==> src/rtl/reg_alu_seq.sv <==
// Command sequencer for the reg_alu register-file/ALU datapath: buffers commands in a
// 4-entry FIFO, issues them one at a time, latches the ALU carry and returns READ data.
module reg_alu_seq (
    input  logic       clk,
    input  logic       reset,
    // command port
    input  logic       cmd_valid,
    output logic       cmd_ready,
    input  logic [1:0] cmd_type,
    input  logic [1:0] cmd_op,
    input  logic [2:0] cmd_a,
    input  logic [2:0] cmd_b,
    input  logic [2:0] cmd_dst,
    input  logic [7:0] cmd_imm,
    // datapath control
    output logic       dp_sel,
    output logic       dp_wr,
    output logic [1:0] dp_op,
    output logic [2:0] dp_rd_addr_a,
    output logic [2:0] dp_rd_addr_b,
    output logic [2:0] dp_wr_addr,
    output logic [7:0] dp_d_in,
    input  logic [7:0] dp_d_out_a,
    input  logic [7:0] dp_d_out_b,
    input  logic       dp_cout,
    // response port and status
    output logic       rsp_valid,
    input  logic       rsp_ready,
    output logic [7:0] rsp_data_a,
    output logic [7:0] rsp_data_b,
    output logic       carry_flag,
    output logic       busy
);

    localparam logic [2:0] FIFO_DEPTH = 3'd4;

    typedef enum logic [1:0] {
        CMD_LOAD = 2'b00,
        CMD_ALU  = 2'b01,
        CMD_READ = 2'b10,
        CMD_NOP  = 2'b11
    } cmd_kind_e;

    typedef struct packed {
        cmd_kind_e  kind;
        logic [1:0] op;
        logic [2:0] a;
        logic [2:0] b;
        logic [2:0] dst;
        logic [7:0] imm;
    } cmd_t;

    typedef enum logic [1:0] {
        S_IDLE,
        S_ISSUE,
        S_FLAG,
        S_RESP
    } state_e;

    cmd_t       fifo_mem [4];
    logic [1:0] wr_ptr;
    logic [1:0] rd_ptr;
    logic [2:0] count;
    cmd_t       cur;
    state_e     state;
    state_e     state_next;
    logic       push;
    logic       pop;

    assign cmd_ready = (count != FIFO_DEPTH) && !reset;
    assign push      = cmd_valid && cmd_ready;
    assign pop       = (state == S_IDLE) && (count != 3'd0);

    // NOTE: FIFO storage has no reset; an entry is only ever read after it was written,
    // so flushing the pointers and count is enough.
    always_ff @(posedge clk) begin
        if (push) begin
            fifo_mem[wr_ptr] <= '{kind: cmd_kind_e'(cmd_type), op: cmd_op, a: cmd_a,
                                  b: cmd_b, dst: cmd_dst, imm: cmd_imm};
        end
    end

    // NOTE: sequential state uses non-blocking assignments so every register samples
    // the pre-edge values regardless of block ordering.
    always_ff @(posedge clk) begin
        if (reset) begin
            wr_ptr <= '0;
            rd_ptr <= '0;
            count  <= '0;
        end else begin
            if (push) wr_ptr <= wr_ptr + 2'd1;
            if (pop)  rd_ptr <= rd_ptr + 2'd1;
            case ({push, pop})
                2'b10:   count <= count + 3'd1;
                2'b01:   count <= count - 3'd1;
                default: count <= count;
            endcase
        end
    end

    always_ff @(posedge clk) begin
        if (reset) begin
            state <= S_IDLE;
            cur   <= '0;
        end else begin
            state <= state_next;
            if (pop) cur <= fifo_mem[rd_ptr];
        end
    end

    // NOTE: every combinational output gets a default first so no path infers a latch.
    always_comb begin
        state_next = state;
        case (state)
            S_IDLE:  if (count != 3'd0) state_next = S_ISSUE;
            S_ISSUE: begin
                case (cur.kind)
                    CMD_ALU:  state_next = S_FLAG;
                    CMD_READ: state_next = S_RESP;
                    default:  state_next = S_IDLE;
                endcase
            end
            S_FLAG:  state_next = S_IDLE;
            S_RESP:  if (rsp_ready) state_next = S_IDLE;
            default: state_next = S_IDLE;
        endcase
    end

    // Datapath pins are driven only in ISSUE; reset overrides so no write can land
    // in the reset cycle even if the old state is still ISSUE.
    always_comb begin
        dp_sel       = 1'b0;
        dp_wr        = 1'b0;
        dp_op        = 2'b00;
        dp_rd_addr_a = 3'd0;
        dp_rd_addr_b = 3'd0;
        dp_wr_addr   = 3'd0;
        dp_d_in      = 8'h00;
        if (state == S_ISSUE && !reset) begin
            case (cur.kind)
                CMD_LOAD: begin
                    dp_wr      = 1'b1;
                    dp_wr_addr = cur.dst;
                    dp_d_in    = cur.imm;
                end
                CMD_ALU: begin
                    dp_sel       = 1'b1;
                    dp_wr        = 1'b1;
                    dp_op        = cur.op;
                    dp_rd_addr_a = cur.a;
                    dp_rd_addr_b = cur.b;
                    dp_wr_addr   = cur.dst;
                end
                CMD_READ: begin
                    dp_rd_addr_a = cur.a;
                    dp_rd_addr_b = cur.b;
                end
                default: ;
            endcase
        end
    end

    // The datapath carry is registered, so it is valid in FLAG, one cycle after the write.
    always_ff @(posedge clk) begin
        if (reset) begin
            carry_flag <= 1'b0;
            rsp_data_a <= 8'h00;
            rsp_data_b <= 8'h00;
        end else begin
            if (state == S_FLAG) carry_flag <= dp_cout;
            if (state == S_ISSUE && cur.kind == CMD_READ) begin
                rsp_data_a <= dp_d_out_a;
                rsp_data_b <= dp_d_out_b;
            end
        end
    end

    assign rsp_valid = (state == S_RESP);
    assign busy      = (count != 3'd0) || (state != S_IDLE);

endmodule

==> config.mk <==
export PLATFORM = sky130hd
export DESIGN_NAME = reg_alu_seq
export DESIGN_NICKNAME = d
export VERILOG_FILES = /design/src/rtl/reg_alu_seq.sv
export SDC_FILE = /design/constraint.sdc
export NUM_CORES = 1
export LEC_CHECK = 0
export CAP_MARGIN = 15
export CORE_ASPECT_RATIO = 1.25
export CORE_UTILIZATION = 40
export DETAILED_ROUTE_END_ITERATION = 10
export PLACE_DENSITY = 0.65
export RECOVER_POWER = 25
export SYNTH_ARGS = -nofsm -noshare
export SYNTH_HDL_FRONTEND = slang
export SYNTH_SLANG_ARGS = --single-unit
==> constraint.sdc <==
create_clock -name clk -period 2.1 [get_ports clk]
set_input_delay 0.525 -clock clk [delete_from_list [all_inputs] [get_ports clk]]
set_output_delay 0.525 -clock clk [all_outputs]
set_load 0.02 [all_outputs]
==> impl_results.md <==
- Clock network latency to the later pin of the worst-skew pair: 0.41 ns
- Final setup viols: 0
- Final ANT Viol Nets: 0
- TNS Setup: 0 ns
- Tot GR Track Use: 17.83%
- DRT Pass-1 Iters: 4
- Io pins: 83
- Worst-Margin Slew: 0.7020 ns
- Main synth FF type: edfxtp_1
- Critical R2R Launch: state[0]
- Area growth syn-to-layout: 36.80%
- Global route total overflow: 0
- CP startpoint kind: register
- Placement Rows: 45
- Reg2reg end: count[2]
- Seq. cell area: 3471 µm²
- Avg Synthesized Cell Area: 15.69 µm²
- Fillers: 985
- H-tree level count: 4
- Gp weighted congestion: 0.6800
- Clk slew on worst S/H paths: 0.06 ns
- Max Clock Skew: 0.007144 ns
- Hold Crit Class: register to register
- Period utilization: 98.39%
- Critical Path RT: 1.57 ns
- Sequential share of the synthesized area: 68.55%
- Multi-input logic area: 1528 µm²
- Layout cell share with drive strength beyond 1: 30.18%
- Internal Pwr Total: 0.005945 W
- Final hold viol count: 0
- Switch share: 27.87%
- Mean routed wirelength per cell: 17.33 µm
- DRT Wirelength: 10.71 mm
- Worst slew margin: 53.10%
- Largest net degree at the start of global routing: 32
- Syn nets: 373
- Min-delay src: rsp_data_a[3]
- CTS Buf Count: 17
- Clk buf depth: 2
- Commonest non-fill, non-tap cell in the layout: edfxtp_1
- Max-slew violations: 0
- Yosys synthesis warning count: 0
- Final WS setup: 0.03375 ns
- Switch Pwr: 0.002297 W
- Global-route wire length before repair: 16.66 mm
- Initial antenna violation count: 0
- Post-synth EDFFs: 84
- Max cap viols: 0
- Clock power share: 33.8%
- Outcome: finished, final reports clean
- Final net count: 492
- Classification of the worst setup path: register to output pin
- Die height: 127.7 µm
- Core Region: 12220 µm²
- Vias per Instance: 4.976
- DRC errors left: 0
- Combinational fraction of design power: 26.6%
- Root Driver: clkbuf_16
- Iteration-0 DRC count of the detailed router: 133
- Post-DP HPWL: 6.775 mm
- Design Power: 0.008242 W
- Max FO, Critical Path: 6
- Flop and latch count out of synthesis: 131
- Synth Instances: 322
- Port Buffers: 82
- Reg power frac: 39.6%
- Initial Util: 41.35%
- Asr flop ratio synth: 0%
- Sink Count: 131
- Synthesized area: 5052 µm²
- Worst slack at placement: -0.7526 ns
- Most frequent cells in the layout: edfxtp_1 (84), dfxtp_1 (41), clkdlybuf4s50_1 (40)
- Achievable Freq: 484.0 MHz
- # hold bufs at CTS: 0
- Routed vias: 3075
- Hold depth: 2
- Diodes inserted: 0
- R2R cell count: 10
- Full die area: 13090 µm²
- Leakage: 2.517 nW
- Worst Path Arrival: 1.54 ns
- Peak supply drop: 575.9 µV
- Die extent in x: 102.5 µm
- Fin crit period: 2.066 ns
- CTS tree: built
- Final Core Density: 56.57%
- CP endpoint kind: output pin
- Vias in the first global route: 3183
- Hold EP: rsp_data_a[3]
- R2R Setup Slk: 0.08 ns
- Pwr dens: 1192 nW/µm²
- Synth cell types: 39
-- sequential cells by signal, summed over array words and instances (netlist names) --
| register | cells |
|---|---|
| rsp_data_a | 8 |
| rd_ptr | 2 |
| carry_flag | 1 |
| cur | 21 |
| fifo_mem | 84 |
| state | 2 |
| count | 3 |
| rsp_data_b | 8 |
| wr_ptr | 2 |
-- worst max path at each step --
stage | slack (ns) | startpoint | cells past startpoint | endpoint
2_1_floorplan | 0.07 | count[2] | 9 | count[2]
3_5_place_dp | -0.75 | reset | 10 | count[2]
3_3_place_gp | -0.71 | reset | 6 | dp_rd_addr_b[2]
5_1_grt | -0.002 | state[0] | 5 | dp_d_in[2]
6_report | 0.03 | state[0] | 5 | dp_d_in[2]
4_1_cts | -0.02 | state[0] | 6 | dp_rd_addr_b[2]
-- cell families (layout without fill, tap and decap cells) --
family	after synthesis	count (layout)	synth area share [%]
AND/OR/NAND/NOR	81	81	8.519
AO/OA/AOI/OAI	48	48	6.811
buffers and inverters	27	159	3.120
adder cells (fa/ha/maj)	9	9	2.378
XOR/XNOR	2	2	0.3468
multiplexers	24	24	10.28
flip-flops	131	131	68.55
-- through the flow --
step | cells | hold WS, ns | instance area (µm²)
global placement | 584 | 0.4417 | 6277
finish | 618 | 0.4507 | 6912
CTS | 617 | 0.4553 | 6824
detailed placement | 584 | 0.4473 | 6277
global route | 618 | 0.4773 | 6912
floorplan | 322 | 0.4339 | 5052
-- power by group through the flow --
stage | logic, W | registers (W) | clock network (W)
after floorplan | 0.00126 | 0.00328 | 0
after global placement | 0.00207 | 0.00327 | 0
after detailed placement | 0.00211 | 0.00329 | 0
after CTS | 0.00218 | 0.00325 | 0.00285
after global routing | 0.00238 | 0.00331 | 0.00298
final | 0.00219 | 0.00327 | 0.00279
-- cells in the mapped netlist, types with 2 or more instances --
master    instances  share of area (%)
nor2_1            7               0.52
edfxtp_1         84                 50
mux2i_1           2               0.40
xor2_1            2               0.35
nand2b_1          3               0.37
dfxtp_1          47                 19
mux4_1            4                2.1
o21ai_0           2               0.20
clkbuf_1          2               0.15
nand2_1          35                2.6
and2_1            9                1.1
ha_1              8                2.0
a21oi_1          19                1.9
mux4_2           17                7.6
buf_1             2               0.15
inv_1            10               0.74
buf_6             4               0.89
nand3b_1          2               0.30
and3_1           16                2.0
a22o_1           21                3.6
buf_2             7               0.69
nor3b_2           2               0.50
-- layout make-up --
type	instances	area share [%]
flip-flops and latches	131	50.22
clock buffers	17	6.155
clock inverters	15	2.046
multi-input cells	164	22.10
well taps	164	2.969
repair buffers	117	15.97
inverters	10	0.5431
-- critical path, stage by stage, from the launching register on --
cell     delay [ns]
dfxtp_2        0.33
nor3b_2        0.15
buf_4          0.16
buf_4          0.15
and3_4         0.20
buf_4          0.14
-- what timing repair did --
| action | CTS | global route |
|---|---|---|
| pin swaps | 2 | 5 |
| endpoints found under the setup margin | 26 | 16 |
| buffers inserted | 1 | 2 |
| hold endpoints to repair | 0 | 0 |
| resized for setup | 113 | 32 |
-- layer usage --
layer	global-route usage (%)	wire length, µm	vias to the layer above
met5	0	0	-
met4	6.975	234	0
met3	5.834	545	19
met2	29.57	5408	85
met1	21.27	4522	1511
li1	-	-	1460
Power figures use the tool's default switching activity.
